## src/rtl/program_loader_pkg.sv

```systemverilog
// Shared definitions for the program loader: FSM state encoding, segment
// target codes and the default end-of-stream marker.
package program_loader_pkg;

   typedef enum logic [3:0] {
      IDLE,
      HDR_TGT,
      HDR_ADDR,
      HDR_CNT,
      DATA_HI,
      DATA_LO,
      WRITE,
      RUN,
      HALTED,
      ERROR
   } state_t;

   localparam logic [7:0] TGT_IM   = 8'h00;
   localparam logic [7:0] TGT_DM   = 8'h01;
   localparam logic [7:0] END_MARK = 8'hFF;

   // States in which the loader takes a byte from the stream.
   function automatic logic accepts_byte(input state_t s);
      return (s == HDR_TGT) || (s == HDR_ADDR) || (s == HDR_CNT) ||
             (s == DATA_HI) || (s == DATA_LO);
   endfunction

endpackage

```

## src/rtl/loader_byte_sink.sv

```systemverilog
// Stream acceptance and word assembly for the program loader.
//   clk, clr   : clock, asynchronous active-high reset
//   rdy_nxt    : in_ready value for the next cycle (decoded from next state)
//   start      : session restart; a byte offered in the same cycle is dropped
//   take_hi    : current byte is the high half of a data word
//   in_valid/in_data/in_ready : byte stream handshake
//   xfer       : a byte transfers at the coming clock edge
//   word       : {latched high byte, current stream byte}
module loader_byte_sink (
   input  logic        clk,
   input  logic        clr,
   input  logic        rdy_nxt,
   input  logic        start,
   input  logic        take_hi,
   input  logic        in_valid,
   input  logic [7:0]  in_data,
   output logic        in_ready,
   output logic        xfer,
   output logic [15:0] word
);

   logic [7:0] hi_p0;

   always_ff @(posedge clk or posedge clr) begin
      if (clr) in_ready <= 1'b0;
      else     in_ready <= rdy_nxt;
   end

   // High byte is pure data; it is always rewritten before it is used.
   always_ff @(posedge clk) begin
      if (xfer && take_hi) hi_p0 <= in_data;
   end

   assign xfer = in_valid && in_ready && !start;
   assign word = {hi_p0, in_data};

endmodule

```

## src/rtl/program_loader.sv

```systemverilog
// Program loader: parses a segmented byte stream and writes 16-bit words into
// the datapath's instruction or data memory through the external test ports,
// then releases the CPU on the end marker and gates its clock after a halt.
//   clk, clr                 : clock, asynchronous active-high reset
//   start                    : begin (or restart) a load session
//   in_valid/in_data/in_ready: byte stream handshake
//   halt_req                 : HLT decoded by the control unit while running
//   test_normal, cpu_clr     : memory mux select / datapath reset (high while loading)
//   flag_HLT                 : datapath clock enable, low only when halted
//   ext_instr_*, ext_data_*  : registered memory write ports
//   done, error              : CPU released / stream rejected
module program_loader #(
   parameter int         ADDR_W   = 8,
   parameter logic [7:0] END_MARK = program_loader_pkg::END_MARK
) (
   input  logic        clk,
   input  logic        clr,
   input  logic        start,
   input  logic        in_valid,
   input  logic [7:0]  in_data,
   output logic        in_ready,
   input  logic        halt_req,
   output logic        test_normal,
   output logic        cpu_clr,
   output logic        flag_HLT,
   output logic        ext_instr_we,
   output logic [15:0] ext_instr_addr,
   output logic [15:0] ext_instr_data,
   output logic        ext_data_write_en,
   output logic [15:0] ext_data_addr,
   output logic [15:0] ext_data_data,
   output logic        done,
   output logic        error
);

   import program_loader_pkg::state_t, program_loader_pkg::accepts_byte,
          program_loader_pkg::TGT_IM, program_loader_pkg::TGT_DM,
          program_loader_pkg::IDLE, program_loader_pkg::HDR_TGT,
          program_loader_pkg::HDR_ADDR, program_loader_pkg::HDR_CNT,
          program_loader_pkg::DATA_HI, program_loader_pkg::DATA_LO,
          program_loader_pkg::WRITE, program_loader_pkg::RUN,
          program_loader_pkg::HALTED, program_loader_pkg::ERROR;

   // One bit wider than both the address and the count so the end-of-segment
   // sum cannot overflow during the range check.
   localparam int              CW    = ((ADDR_W > 8) ? ADDR_W : 8) + 1;
   localparam logic [CW-1:0]   DEPTH = CW'(2 ** ADDR_W);

   state_t              state, state_nxt;
   logic                dm_sel;
   logic [ADDR_W-1:0]   addr_q;
   logic [7:0]          cnt_q;
   logic                xfer;
   logic [15:0]         word;
   logic [CW-1:0]       span;

   assign span = CW'(addr_q) + CW'(in_data);

   loader_byte_sink u_sink (
      .clk      (clk),
      .clr      (clr),
      .rdy_nxt  (accepts_byte(state_nxt)),
      .start    (start),
      .take_hi  (state == DATA_HI),
      .in_valid (in_valid),
      .in_data  (in_data),
      .in_ready (in_ready),
      .xfer     (xfer),
      .word     (word)
   );

   always_comb begin
      state_nxt = state;
      if (start) begin
         state_nxt = HDR_TGT;
      end else begin
         case (state)
            HDR_TGT:
               if (xfer) begin
                  if (in_data == END_MARK)                          state_nxt = RUN;
                  else if (in_data == TGT_IM || in_data == TGT_DM)  state_nxt = HDR_ADDR;
                  else                                              state_nxt = ERROR;
               end
            HDR_ADDR: if (xfer) state_nxt = HDR_CNT;
            HDR_CNT:
               if (xfer) begin
                  if (in_data == 8'd0)    state_nxt = HDR_TGT;
                  else if (span > DEPTH)  state_nxt = ERROR;
                  else                    state_nxt = DATA_HI;
               end
            DATA_HI: if (xfer) state_nxt = DATA_LO;
            DATA_LO: if (xfer) state_nxt = WRITE;
            WRITE:   state_nxt = (cnt_q == 8'd1) ? HDR_TGT : DATA_HI;
            RUN:     if (halt_req) state_nxt = HALTED;
            default: ;
         endcase
      end
   end

   always_ff @(posedge clk or posedge clr) begin
      if (clr) begin
         state             <= IDLE;
         dm_sel            <= 1'b0;
         addr_q            <= '0;
         cnt_q             <= '0;
         test_normal       <= 1'b1;
         cpu_clr           <= 1'b1;
         flag_HLT          <= 1'b1;
         done              <= 1'b0;
         error             <= 1'b0;
         ext_instr_we      <= 1'b0;
         ext_instr_addr    <= '0;
         ext_instr_data    <= '0;
         ext_data_write_en <= 1'b0;
         ext_data_addr     <= '0;
         ext_data_data     <= '0;
      end else begin
         state       <= state_nxt;
         test_normal <= !(state_nxt == RUN || state_nxt == HALTED);
         cpu_clr     <= !(state_nxt == RUN || state_nxt == HALTED);
         done        <=  (state_nxt == RUN || state_nxt == HALTED);
         flag_HLT    <=  (state_nxt != HALTED);
         error       <=  (state_nxt == ERROR);

         // Write port is loaded on entry to WRITE so address, data and enable
         // are stable for the whole WRITE cycle, including the RAM's negedge.
         ext_instr_we      <= (state_nxt == WRITE) && !dm_sel;
         ext_data_write_en <= (state_nxt == WRITE) &&  dm_sel;
         if (state_nxt == WRITE) begin
            if (dm_sel) begin
               ext_data_addr  <= 16'(addr_q);
               ext_data_data  <= word;
            end else begin
               ext_instr_addr <= 16'(addr_q);
               ext_instr_data <= word;
            end
         end

         if (start) begin
            dm_sel <= 1'b0;
            addr_q <= '0;
            cnt_q  <= '0;
         end else begin
            case (state)
               HDR_TGT:  if (xfer) dm_sel <= (in_data == TGT_DM);
               HDR_ADDR: if (xfer) addr_q <= ADDR_W'(in_data);
               HDR_CNT:  if (xfer) cnt_q  <= in_data;
               WRITE: begin
                  addr_q <= addr_q + ADDR_W'(1);
                  cnt_q  <= cnt_q - 8'd1;
               end
               default: ;
            endcase
         end
      end
   end

endmodule
```

## config.mk

```make
export PLATFORM = sky130hd
export DESIGN_NAME = program_loader
export DESIGN_NICKNAME = d
export VERILOG_FILES = /design/src/rtl/program_loader_pkg.sv /design/src/rtl/loader_byte_sink.sv /design/src/rtl/program_loader.sv
export SDC_FILE = /design/constraint.sdc
export NUM_CORES = 1
export LEC_CHECK = 0
export CORE_MARGIN = 2
export CORE_UTILIZATION = 25
export CTS_BUF_LIST = sky130_fd_sc_hd__clkbuf_4
export CTS_CLUSTER_SIZE = 20
export DETAILED_ROUTE_END_ITERATION = 6
export PLACE_DENSITY_LB_ADDON = 0.3
export RECOVER_POWER = 25
export SLEW_MARGIN = 20
export SYNTH_ARGS = -nofsm -noshare
export SYNTH_HDL_FRONTEND = slang
export SYNTH_SLANG_ARGS = --single-unit
```

## constraint.sdc

```tcl
create_clock -name clk -period 3.7 [get_ports clk]
set_input_delay 0.555 -clock clk [delete_from_list [all_inputs] [get_ports clk]]
set_output_delay 0.555 -clock clk [all_outputs]
set_load 0.02 [all_outputs]
```

# Word-level counts from Yosys, hierarchy flattened
# Cells that the tools add are included.
# W data, S select, Z words.
# word_totals
regBits,84
inputBits,13
out_inout_bits,72
word_cells,88
# op_classes
addsub,3
magnitude_cmp,1
eq_ne,22
n_mux,21
n_bitwise,1
reduce_logical,24
# op_table
op,n
$mux W4,11
$eq A4 B3 Y1 const B,8
$pmux W8 S2,2
$pmux W4 S7,1
$mux W8,3
$eq A4 B2 Y1 const B,4
$eq A8 B1 Y1 const B,2
$reduce_and A2 Y1,5
$add A8 B8 Y9,1
$gt A9 B9 Y1 const B,1
$add A8 B1 Y8 const B,1
$eq A4 B1 Y1 const B,2
$eq A4 B4 Y1 const B,2
$eq A8 B8 Y1 const B,1
$logic_not A8 Y1,1
$sub A8 B1 Y8 const B,1
$logic_or A1 B1 Y1,6
$ne A3 B2 Y1 const B,2
$reduce_bool A3 Y1,2
$logic_and A1 B1 Y1,5
$ne A4 B4 Y1 const B,1
$reduce_bool A2 Y1,2
$logic_not A1 Y1,3
$mux W1,3
other kinds (2),2

# Logic depth before layout (Yosys ltp)
# logic_depth
depth_word,12
depth_mapped,11
ltp_nobuf,10

# By module
# From an unflattened synthesis, not the netlist that was laid out.
# unflattened
hier_cells,401
hier_area_um2,4456.8
# by_module_without_submodules
module,instances,cells_each,area_each_um2,seq_area_each_um2
program_loader,1,381,4107.7,1879.3
loader_byte_sink,1,20,349.1,265.3

# Worst setup path after synthesis
# Ideal clock, no wire load.
# synth_timing
path_type,input-to-reg
from,in in_data[0]
to,reg ext_instr_addr[0]
setup_ps,125
t_arrival_ps,3049
required_ps,3575
setup_slack_ps,526
path_stages,11
cell_sequence,ha_1 > fa_1 > a21o_1 > a221oi_2 > o21ai_1 > o41ai_1 > a31o_4 > and2_4 > nand4b_4 > buf_6 > mux2_4
# synth_via
elab_chain_len,9
elab_cells_between_ends,16
classes_between,1 x add/sub; 1 x order compare; 3 x eq/ne; 8 x mux; 3 x reduce/logical
# synth_lines
item,line,source
start: declaration,program_loader.sv:20,"input logic [7:0] in_data,"
$add A8 B8 Y9,program_loader.sv:57,assign span = CW'(addr_q) + CW'(in_data);
$gt A9 B9 Y1,program_loader.sv:88,else if (span > DEPTH) state_nxt = ERROR;
$mux W4,program_loader.sv:88,
$mux W4,program_loader.sv:87,if (in_data == 8'd0) state_nxt = HDR_TGT;
$mux W4,program_loader.sv:86,if (xfer) begin
$pmux W4 S7 *,program_loader.sv:77,case (state)
$mux W4 *,program_loader.sv:74,if (start) begin
named net state_nxt[2],program_loader.sv:49,"state_t state, state_nxt;"
$eq A4 B3 Y1 *,program_loader.sv:129,if (state_nxt == WRITE) begin
$reduce_and A2 Y1 (no source line) *,--,
end signal: assignment,program_loader.sv:134,ext_instr_addr <= 16'(addr_q);
end: declaration,program_loader.sv:27,"output logic [15:0] ext_instr_addr,"
# The timed path passes the listed nets; every way through them passes the cells marked *.
# A chain may end at the register's enable or synchronous reset.

# Worst setup path in the final report
# layout_timing
from,in in_data[1]
to,reg ext_instr_addr[1]
# The elaborated chain is that of the path after synthesis.

==> flow_metrics.py <==
metrics = {
    "clocking": {
        "cts_sinks": 84,
        "clk_latency_ps": 460,
        "cts-root-buf": "clkbuf_4",
        "cts_tree": "yes",
        "cts.repair.resized": 0,
        "htree_levels": 3,
        "cts_setup_buffers": 0,
        "cts-buffers-inserted": 9,
        "path_clk_slew_ps": 130,
        "clk_path_buf_depth": 2,
        "cts_hold_buf": 0,
    },
    "sta": {
        "slew_viol_final": 64,
        "max_freq_mhz": 299,
        "setup_violations": 0,
        "period_share": 0.904,
        "skew_ps": 11.4,
        "fin_hold_ws_ps": 523,
        "worstMarginPinSlew_ps": 2430,
        "setup_ws_ps": 354,
        "period_needed_ps": 3350,
        "finalHoldViolCount": 0,
        "grt_setup_unrepaired": "false",
        "slew_headroom": -0.620,
    },
    "cells_and_area": {
        "nNetsFinal": 503,
        "drive_gt1_frac": 0.219,
        "fin_cells": 714,
        "area_growth_pct": 27.2,
    },
    "grt": {
        "grt_pass1_vias": 3280,
        "grt_pass1_wl_um": 18400,
        "grt_use_total": 0.121,
        "antenna_found_initial": 1,
        "grt_max_degree": 64,
        "grt.overflow.total": 0,
    },
    "synthesis": {
        "synthXorXnorAreaFrac": 0.00776,
        "ys_seq_elements": 84,
        "syn_avg_cell_area_um2": 11.6,
        "yosysTopAreaCellShare": 0.410,
        "synth_top_family_by_area": "multiplexers",
        "ys_seq_area_frac": 0.475,
        "synthTopCellsByCount": "dfrtp_1 (74), mux2_4 (38), nand2_1 (27)",
        "synth_area_leader_cell": "dfrtp_1",
        "synth_area_leaders": "dfrtp_1 (41%), mux2_4 (13%), edfxtp_1 (5.3%)",
        "synth.most_common_cell": "dfrtp_1",
        "syn-instance-count": 390,
        "synthArstFlopShare": 0.905,
        "dominantRegCellSynth": "dfrtp_1",
        "synth-simple-area-share": 0.134,
        "synth_cell_types": 65,
        "muxShareOfSynthArea": 0.161,
        "synth_area_mm2": 0.00452,
        "ys_warn_count": 0,
        "synth_compound_area_frac": 0.129,
        "synth_edf_count": 8,
        "synth_fa_ha_area_frac": 0.0349,
    },
    "critical_path": {
        "crit_chain": "dlygate4sd3_1 > fa_1 > a21o_1 > a221oi_2 > o21ai_1 > o41ai_1 > a31o_4 > and2_4 > nand4b_4 > buf_12 > mux2_4",
        "crit_arrival_ps": 3700,
        "reg2regPathDepth": 11,
        "crit_path_top_delay_cell": "dlygate4sd3_1",
        "critPathBufInv": 2,
        "cp_max_fo": 12,
        "critical_path_depth": 11,
        "max_stage_delay_ps": 620,
        "setup.worst_path.class": "in -> reg",
        "reg2reg_setup_slack_ps": 400,
        "endpoint": "ext_instr_addr[1]",
        "endpoint_kind": "register",
        "crit_family": "compound AO/OA/AOI/OAI gates",
        "r2r_end": "ext_instr_addr[1]",
        "crit_path_start": "in_data[1]",
        "critPathLaunchType": "input port",
        "worstReg2RegStart": "addr_q[0]",
        "required_ps": 4050,
    },
    "status": {
        "violations": "max-capacitance violations, max-slew violations",
        "outcome": "complete, but fails checks",
    },
    "run": {
        "cap_viol_max_count": 1,
    },
    "pwr": {
        "power_uw": 2340,
        "p_comb_frac": 0.244,
        "p_sw_uw": 737,
        "max-vdd-ir-drop_uv": 205,
        "clock_power_share": 0.295,
        "seq_power_share": 0.461,
        "cell_internal_pwr_uw": 1600,
        "total_leakage_power_uw": 0.00265,
        "power_switching_share": 0.315,
        "powerDensity_mw_per_mm2": 407,
    },
    "floorplanning": {
        "die-width_um": 138,
        "die-area_mm2": 0.0192,
        "die_y_um": 138,
        "rows": 49,
        "num_io_pins": 85,
        "start_util": 0.253,
        "core_area_mm2": 0.0178,
    },
    "place": {
        "dp_slack_ps": -109,
        "gp_congestion": 0.814,
        "dp_hpwl_um": 8360,
        "place_inst": 696,
        "io_buffers": 68,
    },
    "min_path": {
        "hold_path_class": "reg -> reg",
        "hp-start": "u_sink.hi_p0[3]",
    },
    "route": {
        "firstDrtPassIters": 5,
        "wire_per_inst_um": 15.8,
        "ant_nets": 0,
        "drtIter0Drc": 123,
        "vias": 3308,
        "drcViolationCount": 0,
        "routed_wl_um": 11300,
        "vias_per_cell": 4.63,
    },
}
-- cells by family (layout without fill, tap and decap cells) --
group,count (synthesis),count (layout)
flops,84,84
xor+xnor,4,4
simple gates,108,108
mux,52,52
buf+inv,43,121
fa+ha+maj,12,12
other cells,1,18
compound gates,86,86
-- cell type report --
class	instances	area [µm²]
flip-flops and latches	84	2140
clock inverters	7	124
repair buffers	94	906
clock buffers	9	67.6
fillers	1797	12100
well taps	229	287
diodes	2	5.00
multi-input cells	278	2170
inverters	11	41.3
-- stage by stage --
stage	cell area, µm²	util	setup TNS, ps
2_1_floorplan	4570	-	0
3_3_place_gp	5560	0.311	-2920
3_5_place_dp	5560	0.311	-4480
4_1_cts	5750	0.322	0
5_1_grt	5740	0.322	0
6_report	5740	0.322	0
-- state kept, by name, summed over array words and instances, names as in the netlist --
signal	cells
state	4
flag_HLT	1
ext_instr_data	16
ext_data_data	16
cpu_clr	1
u_sink.hi_p0	8
ext_data_addr	8
addr_q	8
ext_data_write_en	1
ext_instr_addr	8
ext_instr_we	1
cnt_q	8
done	1
error	1
dm_sel	1
u_sink.in_ready	1
-- how the worst min path moves through the flow --
stage	end	cells past startpoint	slack, ps
after floorplan	cnt_q[5]	2	450
after global placement	cnt_q[5]	2	470
after detailed placement	ext_instr_data[10]	1	500
after CTS	ext_data_data[10]	1	520
after global routing	ext_data_addr[4]	1	540
final	ext_data_data[11]	1	520
-- power groups by stage --
| stage | clock network (µW) | registers (µW) | logic [µW] |
|---|---|---|---|
| floorplan | 0 | 1100 | 370 |
| global placement | 0 | 1090 | 565 |
| detailed placement | 0 | 1090 | 577 |
| CTS | 712 | 1080 | 578 |
| global route | 754 | 1090 | 621 |
| finish | 690 | 1080 | 569 |
-- per-layer routing --
layer  global-route usage  vias to the layer above  wire, µm
met4               0.0403                        0       193
met3               0.0329                       13       557
li1                     -                     1562         -
met2                0.187                       92      5170
met5                    0                        -         0
met1                0.163                     1641      5370
-- cells in the final DEF, fill, tap and decap left out, types with 3 or more instances in the layout --
master,instances
dfrtp_1,74
clkdlybuf4s50_1,61
mux2_4,38
nand2_1,27
o21ai_0,26
nor2_1,25
buf_4,21
a21oi_1,17
conb_1,16
nor3_1,15
mux2_2,12
inv_1,11
ha_1,11
clkbuf_4,9
edfxtp_1,8
dlygate4sd3_1,7
nand2b_1,6
a21o_1,5
and3_1,5
nor2b_1,4
o21a_1,4
nand3_1,4
a22oi_1,4
o31ai_1,3
a31oi_1,3
o21bai_1,3
or2_2,3
bufinv_16,3
buf_12,3
Note: power is estimated with default switching activity, not from simulation.
